[config.mk]
export PLATFORM = sky130hd
export DESIGN_NAME = button_event_decoder
export DESIGN_NICKNAME = d
export VERILOG_FILES = /design/src/rtl/btn_event_pkg.sv /design/src/rtl/release_detector.sv /design/src/rtl/button_event_decoder.sv
export SDC_FILE = /design/constraint.sdc
export NUM_CORES = 1
export LEC_CHECK = 0
export ABC_AREA = 1
export BUFFER_PORTS_ARGS = -buffer_cell sky130_fd_sc_hd__buf_4
export CAP_MARGIN = 30
export CORE_MARGIN = 2
export CORE_UTILIZATION = 43
export CTS_BUF_LIST = sky130_fd_sc_hd__clkbuf_8
export DETAILED_ROUTE_END_ITERATION = 7
export GPL_TIMING_DRIVEN = 1
export PLACE_DENSITY_LB_ADDON = 0.12
export SLEW_MARGIN = 25
export SYNTH_ARGS = -nofsm -noshare
export SYNTH_HDL_FRONTEND = slang
export SYNTH_SLANG_ARGS = --single-unit
[constraint.sdc]
create_clock -name clk -period 4.88 [get_ports clk]
set_clock_uncertainty 0.2 [all_clocks]
set_input_delay 0 -clock clk [delete_from_list [all_inputs] [get_ports clk]]
set_output_delay 0 -clock clk [all_outputs]
set_load 0.01 [all_outputs]
[src/rtl/btn_event_pkg.sv]
// Shared state encoding and default timing constants for the button event path.
// WAIT_SECOND/HOLD2 exist only when BTN_DBL_CLICK_EN is defined.
package btn_event_pkg;

  localparam int CLK_FREQ_HZ     = 50_000_000;
  // 10 ms release qualification and 300 ms double-click window at CLK_FREQ_HZ
  localparam int DEF_RELEASE_THR = CLK_FREQ_HZ / 100;
  localparam int DEF_DCLICK_WIN  = (CLK_FREQ_HZ / 10) * 3;

`ifdef BTN_DBL_CLICK_EN
  typedef enum logic [2:0] {
    ST_IDLE        = 3'd0,
    ST_PRESSED     = 3'd1,
    ST_WAIT_SECOND = 3'd2,
    ST_HOLD2       = 3'd3,
    ST_LONG        = 3'd4
  } btn_state_e;
`else
  typedef enum logic [2:0] {
    ST_IDLE    = 3'd0,
    ST_PRESSED = 3'd1,
    ST_LONG    = 3'd4
  } btn_state_e;
`endif

  function automatic int cnt_width(input int n);
    return (n > 1) ? $clog2(n) : 1;
  endfunction

endpackage

[src/rtl/release_detector.sv]
// Counts consecutive low cycles of the button level; flags a release once RELEASE_THR
// of them have been seen. clr (a debouncer pulse) restarts the count.
module release_detector
  import btn_event_pkg::*;
#(
  parameter int RELEASE_THR = DEF_RELEASE_THR
) (
  input  logic clk,
  input  logic reset,
  input  logic btn,
  input  logic clr,
  output logic released
);

  localparam int            CW   = cnt_width(RELEASE_THR);
  localparam logic [CW-1:0] TERM = CW'(RELEASE_THR - 1);

  logic [CW-1:0] cnt_q, cnt_d;
  logic          released_q, released_d;

  // Counter parks at TERM so a long low period never wraps into a second release.
  always_comb begin
    cnt_d      = cnt_q;
    released_d = 1'b0;
    if (btn || clr) begin
      cnt_d = '0;
    end else begin
      if (cnt_q != TERM) begin
        cnt_d = cnt_q + CW'(1);
      end
      released_d = (cnt_q == TERM);
    end
  end

  always_ff @(posedge clk or posedge reset) begin
    if (reset) begin
      cnt_q      <= '0;
      released_q <= 1'b0;
    end else begin
      cnt_q      <= cnt_d;
      released_q <= released_d;
    end
  end

  assign released = released_q;

endmodule

[src/rtl/button_event_decoder.sv]
// Decodes debouncer pulses plus button level into click / double-click / long-press events.
// Double-click support (WAIT_SECOND, HOLD2, window counter) is built only with BTN_DBL_CLICK_EN.
module button_event_decoder
  import btn_event_pkg::*;
#(
  parameter int RELEASE_THR = DEF_RELEASE_THR,
  parameter int DCLICK_WIN  = DEF_DCLICK_WIN,
  parameter int CNT_W       = 8
) (
  input  logic             clk,
  input  logic             reset,
  input  logic             pulse,
  input  logic             btn,
  output logic             click,
  output logic             dclick,
  output logic             long_start,
  output logic             repeat_pulse,
  output logic             long_end,
  output logic [CNT_W-1:0] rep_count
);

  if (RELEASE_THR < 1 || DCLICK_WIN < 1 || CNT_W < 1) begin : g_param_check
    $error("button_event_decoder: RELEASE_THR, DCLICK_WIN and CNT_W must be >= 1");
  end

  localparam logic [CNT_W-1:0] REP_MAX = {CNT_W{1'b1}};

  btn_state_e       state_q, state_d;
  logic             click_q, click_d;
  logic             long_start_q, long_start_d;
  logic             repeat_q, repeat_d;
  logic             long_end_q, long_end_d;
  logic [CNT_W-1:0] rep_q, rep_d;
  logic             released;

`ifdef BTN_DBL_CLICK_EN
  localparam int            WW       = cnt_width(DCLICK_WIN);
  localparam logic [WW-1:0] WIN_TERM = WW'(DCLICK_WIN - 1);

  logic          dclick_q, dclick_d;
  logic [WW-1:0] win_q, win_d;
`endif

  release_detector #(
    .RELEASE_THR(RELEASE_THR)
  ) u_release_detector (
    .clk     (clk),
    .reset   (reset),
    .btn     (btn),
    .clr     (pulse),
    .released(released)
  );

  // pulse is tested before released in every state, so a coincident pulse wins.
  always_comb begin
    state_d      = state_q;
    click_d      = 1'b0;
    long_start_d = 1'b0;
    repeat_d     = 1'b0;
    long_end_d   = 1'b0;
    rep_d        = rep_q;
`ifdef BTN_DBL_CLICK_EN
    dclick_d     = 1'b0;
    win_d        = win_q;
`endif
    case (state_q)
      ST_IDLE: begin
        if (pulse) begin
          state_d = ST_PRESSED;
        end
      end
      ST_PRESSED: begin
        if (pulse) begin
          state_d      = ST_LONG;
          long_start_d = 1'b1;
          rep_d        = '0;
        end else if (released) begin
`ifdef BTN_DBL_CLICK_EN
          state_d = ST_WAIT_SECOND;
          win_d   = '0;
`else
          state_d = ST_IDLE;
          click_d = 1'b1;
`endif
        end
      end
`ifdef BTN_DBL_CLICK_EN
      ST_WAIT_SECOND: begin
        if (pulse) begin
          state_d  = ST_HOLD2;
          dclick_d = 1'b1;
        end else if (win_q == WIN_TERM) begin
          state_d = ST_IDLE;
          click_d = 1'b1;
        end else begin
          win_d = win_q + WW'(1);
        end
      end
      ST_HOLD2: begin
        // Second press of a double-click never escalates to a long press.
        if (!pulse && released) begin
          state_d = ST_IDLE;
        end
      end
`endif
      ST_LONG: begin
        if (pulse) begin
          repeat_d = 1'b1;
          if (rep_q != REP_MAX) begin
            rep_d = rep_q + CNT_W'(1);
          end
        end else if (released) begin
          state_d    = ST_IDLE;
          long_end_d = 1'b1;
        end
      end
      default: begin
        state_d = ST_IDLE;
      end
    endcase
  end

  always_ff @(posedge clk or posedge reset) begin
    if (reset) begin
      state_q      <= ST_IDLE;
      click_q      <= 1'b0;
      long_start_q <= 1'b0;
      repeat_q     <= 1'b0;
      long_end_q   <= 1'b0;
      rep_q        <= '0;
`ifdef BTN_DBL_CLICK_EN
      dclick_q     <= 1'b0;
      win_q        <= '0;
`endif
    end else begin
      state_q      <= state_d;
      click_q      <= click_d;
      long_start_q <= long_start_d;
      repeat_q     <= repeat_d;
      long_end_q   <= long_end_d;
      rep_q        <= rep_d;
`ifdef BTN_DBL_CLICK_EN
      dclick_q     <= dclick_d;
      win_q        <= win_d;
`endif
    end
  end

  assign click        = click_q;
  assign long_start   = long_start_q;
  assign repeat_pulse = repeat_q;
  assign long_end     = long_end_q;
  assign rep_count    = rep_q;
`ifdef BTN_DBL_CLICK_EN
  assign dclick       = dclick_q;
`else
  assign dclick       = 1'b0;
`endif

endmodule
* Word level (Yosys, flattened, before mapping)
Index checks and enable logic that the tools add are counted.
Cells by class: add/subtract/negate cells 2, equal/unequal tests 10, multiplexer cells 19, reductions and logical operators 6
Operator list (count):
- $mux 19 | 2
- $mux 8 | 3
- $add 19x1->19 const B | 1
- $eq 19x19->1 const B | 1
- $ne 19x19->1 const B | 1
- $pmux 8 s2 | 1
- $mux 3 | 4
- $ne 2x2->1 const B | 5
- $pmux 3 s3 | 1
- $add 8x1->8 const B | 1
- $mux 1 | 8
- $ne 8x8->1 const B | 1
- $reduce_and 4->1 | 1
- $reduce_bool 2->1 | 2
- $eq 3x1->1 const B | 1
- $eq 3x3->1 const B | 1
- $logic_not 3->1 | 1
- $reduce_and 2->1 | 1
- $logic_or 1x1->1 | 1
Storage, ports and cells: register bits after elaboration 35, input bits 4, output and inout bits 13, word-level logic and storage cells 45

* Longest topological paths before layout
Gate-level depths: netlist of run 1.
depth after elaboration 4, mapped depth 10, mapped depth without buffers 9

* By module
From an unflattened synthesis of run 1, not the netlist that was laid out.
Second synthesis, totals: cells, all modules 291, area, all modules 2115.8 um2
Modules (own cells, without submodules):
- release_detector | instances 1, cells an instance 193, area an instance 1295.0 um2, seq. area each 500.5 um2
- button_event_decoder | instances 1, cells an instance 98, area an instance 820.8 um2, seq. area each 375.4 um2

* Worst setup path after synthesis of run 1
No wires, ideal clock.
kind register -> register, from register rep_q[0], in the netlist rep_count[0], to register rep_q[7], in the netlist rep_count[7], library setup time 0.126 ns, data arrival time 1.271 ns, path slack 3.283 ns, cell stages (with the launch flop) 11, path buffers 1, path through dfrtp_1 > ha_1 > nand2_1 > inv_4 > nand2_4 > nor2_8 > nand2_2 > nand2_2 > buf_6 > nand2_1 > o21ai_0
On the way: cells in the longest elaborated chain, start to end 4
Ends and longest elaborated chain:
- from (decl) | line button_event_decoder.sv:33 | logic [CNT_W-1:0] rep_q, rep_d;
- from (signal assigned) | line button_event_decoder.sv:141 | rep_q <= rep_d;
- $add 8x1->8 | line button_event_decoder.sv:110 | rep_d = rep_q + CNT_W'(1);
- $mux 8 | line button_event_decoder.sv:109 | if (rep_q != REP_MAX) begin
- $mux 8 | line button_event_decoder.sv:107 | if (pulse) begin
- $pmux 8 s2 | line button_event_decoder.sv:66 | case (state_q)
Parallel ways exist; a longest one is shown, timed or not. The select of a mux whose other input is x is not followed. A chain may end at the register's enable or synchronous reset.

* Worst setup path after layout of run 1
from input port pulse, to register u_release_detector.cnt_q[10]
On the way: cells in the longest elaborated chain, start to end 2
Ends and longest elaborated chain:
- from (decl) | line button_event_decoder.sv:12 | input logic pulse,
- $logic_or 1x1->1 * | line release_detector.sv:25 | if (btn || clr) begin
- $mux 19 or $reduce_bool 2->1 (tied branches)
- to (signal assigned) | line release_detector.sv:40 | cnt_q <= cnt_d;
- to (decl) | line release_detector.sv:18 | logic [CW-1:0] cnt_q, cnt_d;
Every way passes the cells marked *; elsewhere a longest branch is shown, timed or not.

==> results of run 1 <==
report_power, final:
group | total [mW] | internal (mW) | switching (mW)
registers | 0.313 | 0.301 | 0.0122
logic | 0.0588 | 0.0245 | 0.0343
clock network | 0.204 | 0.0977 | 0.106
total | 0.575 | 0.423 | 0.152
flip-flops by register name, indices dropped and copies added (netlist names):
register / count
u_release_detector.released: 1
repeat_pulse: 1
u_release_detector.cnt_q: 19
rep_count: 8
click: 1
state_q: 3
long_end: 1
long_start: 1
layer usage:
| metal | up-vias | track usage (%) | routed length, um |
|---|---|---|---|
| met5 | - | 0 | 0 |
| met1 | 747 | 22.2 | 1930 |
| met3 | 4 | 4.64 | 129 |
| li1 | 861 | - | - |
| met2 | 22 | 28.2 | 1890 |
| met4 | 0 | 5.24 | 34 |
cell families after synthesis:
logic type,Yosys count,synth area share (%)
and+or+nand+nor,154,36.2
xor gates and xnor gates,5,2.24
AOI/OAI and AO/OA,23,6.45
DFF,35,44.7
adders and majority gates,3,1.92
buffers and inverters,39,8.31
other,1,0.192
worst max-delay path: stages:
cell and delay [ps]:
dlygate4sd3_1 530, buf_4 160, nor2_2 490, clkinv_1 470, nor3_1 310
repair_timing:
item                       CTS  global route
hold buffers                 3             0
setup endpoints to repair    0             0
hold endpoints to repair    55             0
setup buffers                0             0
worst max-delay path by stage:
| stage | from | end | slack, ps |
|---|---|---|---|
| global route | pulse | u_release_detector.cnt_q[10]$_DFFE_PP0P_ | 2780 |
| global placement | u_release_detector.cnt_q[0]$_DFFE_PP0P_ | u_release_detector.cnt_q[12]$_DFFE_PP0P_ | 3220 |
| finish | pulse | u_release_detector.cnt_q[10]$_DFFE_PP0P_ | 2890 |
| floorplan | rep_count[0]$_DFFE_PP0P_ | rep_count[7]$_DFFE_PP0P_ | 3280 |
| CTS | pulse | u_release_detector.cnt_q[10]$_DFFE_PP0P_ | 2920 |
| detailed placement | pulse | u_release_detector.cnt_q[10]$_DFFE_PP0P_ | 3170 |
metrics by stage:
stage	util, %	worst slack (ps)	power [mW]
final	50.9	2890	0.575
after global routing	50.9	2780	0.603
after CTS	50.9	2920	0.586
after detailed placement	48.3	3170	0.377
after global placement	48.3	3220	0.376
after floorplan	-	3280	0.355
synthesized netlist by cell type:
library cell and instances:
nor3_2 1, nand3_1 24, nand2_4 1, o211ai_1 1
xor2_1 4, inv_4 1, clkinv_1 1, or2_2 2
nand2_1 61, ha_1 3, nand4_1 6, dfrtp_1 35
a21o_2 1, o21ai_0 9, buf_6 1, nor2_8 1
xnor2_1 1, inv_2 1, nand2_2 6, conb_1 1
o211a_1 1, a21oi_1 9, buf_4 1, nor2_1 36
nor3_1 8, nor2_4 1, inv_1 32, o21ai_1 2
nor2_2 6, and3_1 1, buf_2 2
final cells by class:
class                      instances  area, um2
sequential                        35        876
inverter                          35        134
tap                               52       65.1
clock buffer                       5       68.8
fill                             427       2150
timing repair buffer              19        150
multi-input combinational        187        923
clock inverter                     3       15.0
==> reports/qor.txt, run 1 <==
outcome: completed
fmax: 0.503 GHz
Synth cell types: 31
Worst EP required: 4860 ps
vias in the first global route: 1588
Slew headroom: 57.7%
Yosys reg bits: 35
commonest cells after routing, fill and taps aside: 61 x nand2_1, 36 x nor2_1, 35 x dfrtp_1, 32 x inv_1, 24 x nand3_1
Hold Fails Final Rpt: 0
Die Span Y: 71.5 um
CTS Buf Count: 5
Yosys top cell by area: dfrtp_1
initial antenna violation count: 0
CTS sink cnt: 35
Reg2Reg Depth: 6
commonest non-fill, non-tap cell in the layout: nand2_1
Fin Setup TNS: 0 ps
Post-Synthesis Cells: 260
post-route insts no fill: 336
die footprint: 5110 um2
PortBufs: 15
Least-Margin Pin Slew: 634 ps
Hold Slack: 179 ps
largest net degree at the start of global routing: 36
reg-to-reg endpoint: u_release_detector.cnt_q[12]$_DFFE_PP0P_
crit path kind: in2reg
CTS tree: built
H-tree levels: 2
max-cap violation count: 0
DRC Markers: 0
WL/cell: 11.8 um
sequential share of the synthesized area: 44.7%
post-layout instance area: 2230 um2
Nets: 290
core area: 4380 um2
crit path capture type: flip-flop
Final Slew Violations: 0
IO Pins: 17
Clk pin slew, worst setup/hold paths: 70 ps
Reg-to-Reg Start: u_release_detector.cnt_q[0]$_DFFE_PP0P_
ANT cells: 0
worst min-delay path class: in2async
Post-CTS Resized: 0
Yosys Warn Count: 0
crit-path max FO: 14
DR pass1 iterations: 4
Starting Density: 44.7%
syn_area_per_cell: 7.53 um2
proportion of layout cells with a drive suffix above 1: 15.8%
Die X-Extent: 71.5 um
remaining antenna violation count: 0
Synth-to-Final Area Change: 14.0%
GRT Resource Usage Total: 17.2%
pwr dens: 258 nW/um2
Final period util: 40.8%
Root Driver: clkbuf_8
startpoint types: primary input
Tmin final: 1990 ps
Placed Area: 2120 um2
clock tree buffer depth: 2
Final Setup Violations: 0
initial DRC count: 48
Synth area leaders: dfrtp_1 45%, nand2_1 12%, nor2_1 6.9%
placed cell count: 325
HPWL reported at the end of detailed placement: 2860 um
WP data arrival: 1970 ps
P_leak: 1.11 nW
global route overflow: 0
vias: 1634
post-synth top area share: 44.7%
cell area after synthesis: 1960 um2
drt total wl: 3980 um
worst vdd ir: 0.000204 V
RSZ-0062 raised after global routing: false
first-pass GRT wire length: 6980 um
final RePlAce weighted congestion: 0.822
Via-to-Cell Ratio: 4.86
row cnt: 24
R2R setup slack: 3190 ps
Skew-Pair Late Insertion Delay: 280 ps
No activity file was read; power rests on OpenSTA's default activity.
==> inputs of run 2 (changes only) <==
==> constraint.sdc (replaced) <==
create_clock -name clk -period 1.77 [get_ports clk]
set_clock_uncertainty 0.2 [all_clocks]
set_input_delay 0 -clock clk [delete_from_list [all_inputs] [get_ports clk]]
set_output_delay 0 -clock clk [all_outputs]
set_load 0.01 [all_outputs]
==> reports/qor.txt, run 2 (synthesis results as in run 1) <==
CTS sink cnt: 35
fmax: 0.626 GHz
crit-path max FO: 5
P_leak: 1.15 nW
drt total wl: 4020 um
Hold Slack: 191 ps
Skew-Pair Late Insertion Delay: 280 ps
RSZ-0062 raised after global routing: false
commonest cells after routing, fill and taps aside: 61 x nand2_1, 35 x dfrtp_1, 34 x nor2_1, 33 x inv_1, 23 x nand3_1
Reg-to-Reg Start: rep_count[0]$_DFFE_PP0P_
WL/cell: 11.8 um
outcome: completed
reg-to-reg endpoint: rep_count[6]$_DFFE_PP0P_
Final Setup Violations: 0
max reg flops: 19
Fin Setup TNS: 0 ps
first-pass GRT wire length: 7070 um
Worst EP required: 1790 ps
fill cell total of the finished layout: 461
Top Layer Used: met4
IO Pins: 17
Final period util: 90.2%
Tmin final: 1600 ps
post-route insts no fill: 340
crit path kind: reg2reg
clock tree buffer depth: 2
Starting Density: 44.7%
Die X-Extent: 71.5 um
CTS tree: built
H-tree levels: 2
crit path capture type: flip-flop
Root Driver: clkbuf_8
PortBufs: 15
global route overflow: 0
fin util: 52.2%
PnR Total Power: 1.55 mW
Synth-to-Final Area Change: 16.8%
crit path from: rep_count[0]$_DFFE_PP0P_
vias: 1683
GRT Resource Usage Total: 17.6%
met2 wire len: 1910 um
Nets: 296
Die Span Y: 71.5 um
worst vdd ir: 0.000368 V
row cnt: 24
crit path capture: rep_count[6]$_DFFE_PP0P_
Via-to-Cell Ratio: 4.95
commonest non-fill, non-tap cell in the layout: nand2_1
max-cap violation count: 0
routed wl met3: 157 um
HPWL reported at the end of detailed placement: 2890 um
R2R setup slack: 170 ps
vias in the first global route: 1545
Reg2Reg Depth: 8
DR pass1 iterations: 4
ANT cells: 0
Biggest register: u_release_detector.cnt_q
remaining antenna violation count: 0
pwr dens: 678 nW/um2
worst min-delay path class: in2async
placed cell count: 329
startpoint types: flip-flop
DRC Markers: 0
M1 wire length: 1910 um
Hold Fails Final Rpt: 0
WP data arrival: 1620 ps
initial DRC count: 66
proportion of layout cells with a drive suffix above 1: 17.7%
initial antenna violation count: 0
largest net degree at the start of global routing: 36
Final Slew Violations: 0
CTS Buf Count: 5
Clk pin slew, worst setup/hold paths: 60 ps
core area: 4380 um2
final RePlAce weighted congestion: 0.762
die footprint: 5110 um2
[run 2: routing by layer]
metal | vias to the layer above | track usage, %
li1 | 872 | -
met3 | 4 | 4.36
met5 | - | 0
met2 | 31 | 28.1
met1 | 776 | 23.0
met4 | 0 | 6.92
[run 2: how the worst min path moves through the flow]
stage	startpoint	endpoint	slack, ps	cells after the start
after floorplan	reset	click$_DFF_PP0_	-50	1
after detailed placement	reset	state_q[2]$_DFFE_PP0P_	-60	3
after global routing	reset	u_release_detector.cnt_q[1]$_DFFE_PP0P_	260	4
after CTS	reset	u_release_detector.cnt_q[0]$_DFFE_PP0P_	190	4
final	reset	state_q[1]$_DFFE_PP0P_	190	4
after global placement	reset	state_q[2]$_DFFE_PP0P_	-70	3
[run 2: worst max-delay path, cell delays in order, from the launching register on]
cell,delay [ps]
dfrtp_1,420
ha_1,220
nand2_1,110
inv_4,50
nand2_4,90
nor2_8,40
a21oi_1,230
nand3_1,110
nand2_1,70
[run 2: where the power goes]
group	switching [mW]	total [mW]	internal (mW)	leakage [nW]
Sequential	0.0331	0.863	0.830	0.481
Clock	0.263	0.519	0.256	0.0413
Combinational	0.0968	0.168	0.0714	0.628
[run 2: cell type report]
| cell class | instances | area [um2] | area share, % |
|---|---|---|---|
| multi-input combinational | 187 | 945 | 41.3 |
| sequential | 35 | 876 | 38.3 |
| timing repair buffer | 25 | 195 | 8.53 |
| inverter | 35 | 134 | 5.85 |
| clock buffer | 5 | 68.8 | 3.01 |
| tap | 52 | 65.1 | 2.84 |
| clock inverter | 1 | 3.75 | 0.164 |
[run 2: repair_timing]
item / CTS / global route
gates resized for setup: 0 / 5
hold endpoints to repair: 64 / 0
hold buffers: 3 / 0
setup endpoints to repair: 0 / 7
buffers inserted: 0 / 2
[run 2: metrics by stage]
step,instance area (um2),worst slack [ps]
final,2290,174
after floorplan,1960,173
after detailed placement,2150,140
after CTS,2250,127
after global placement,2150,164
after global routing,2290,9.63
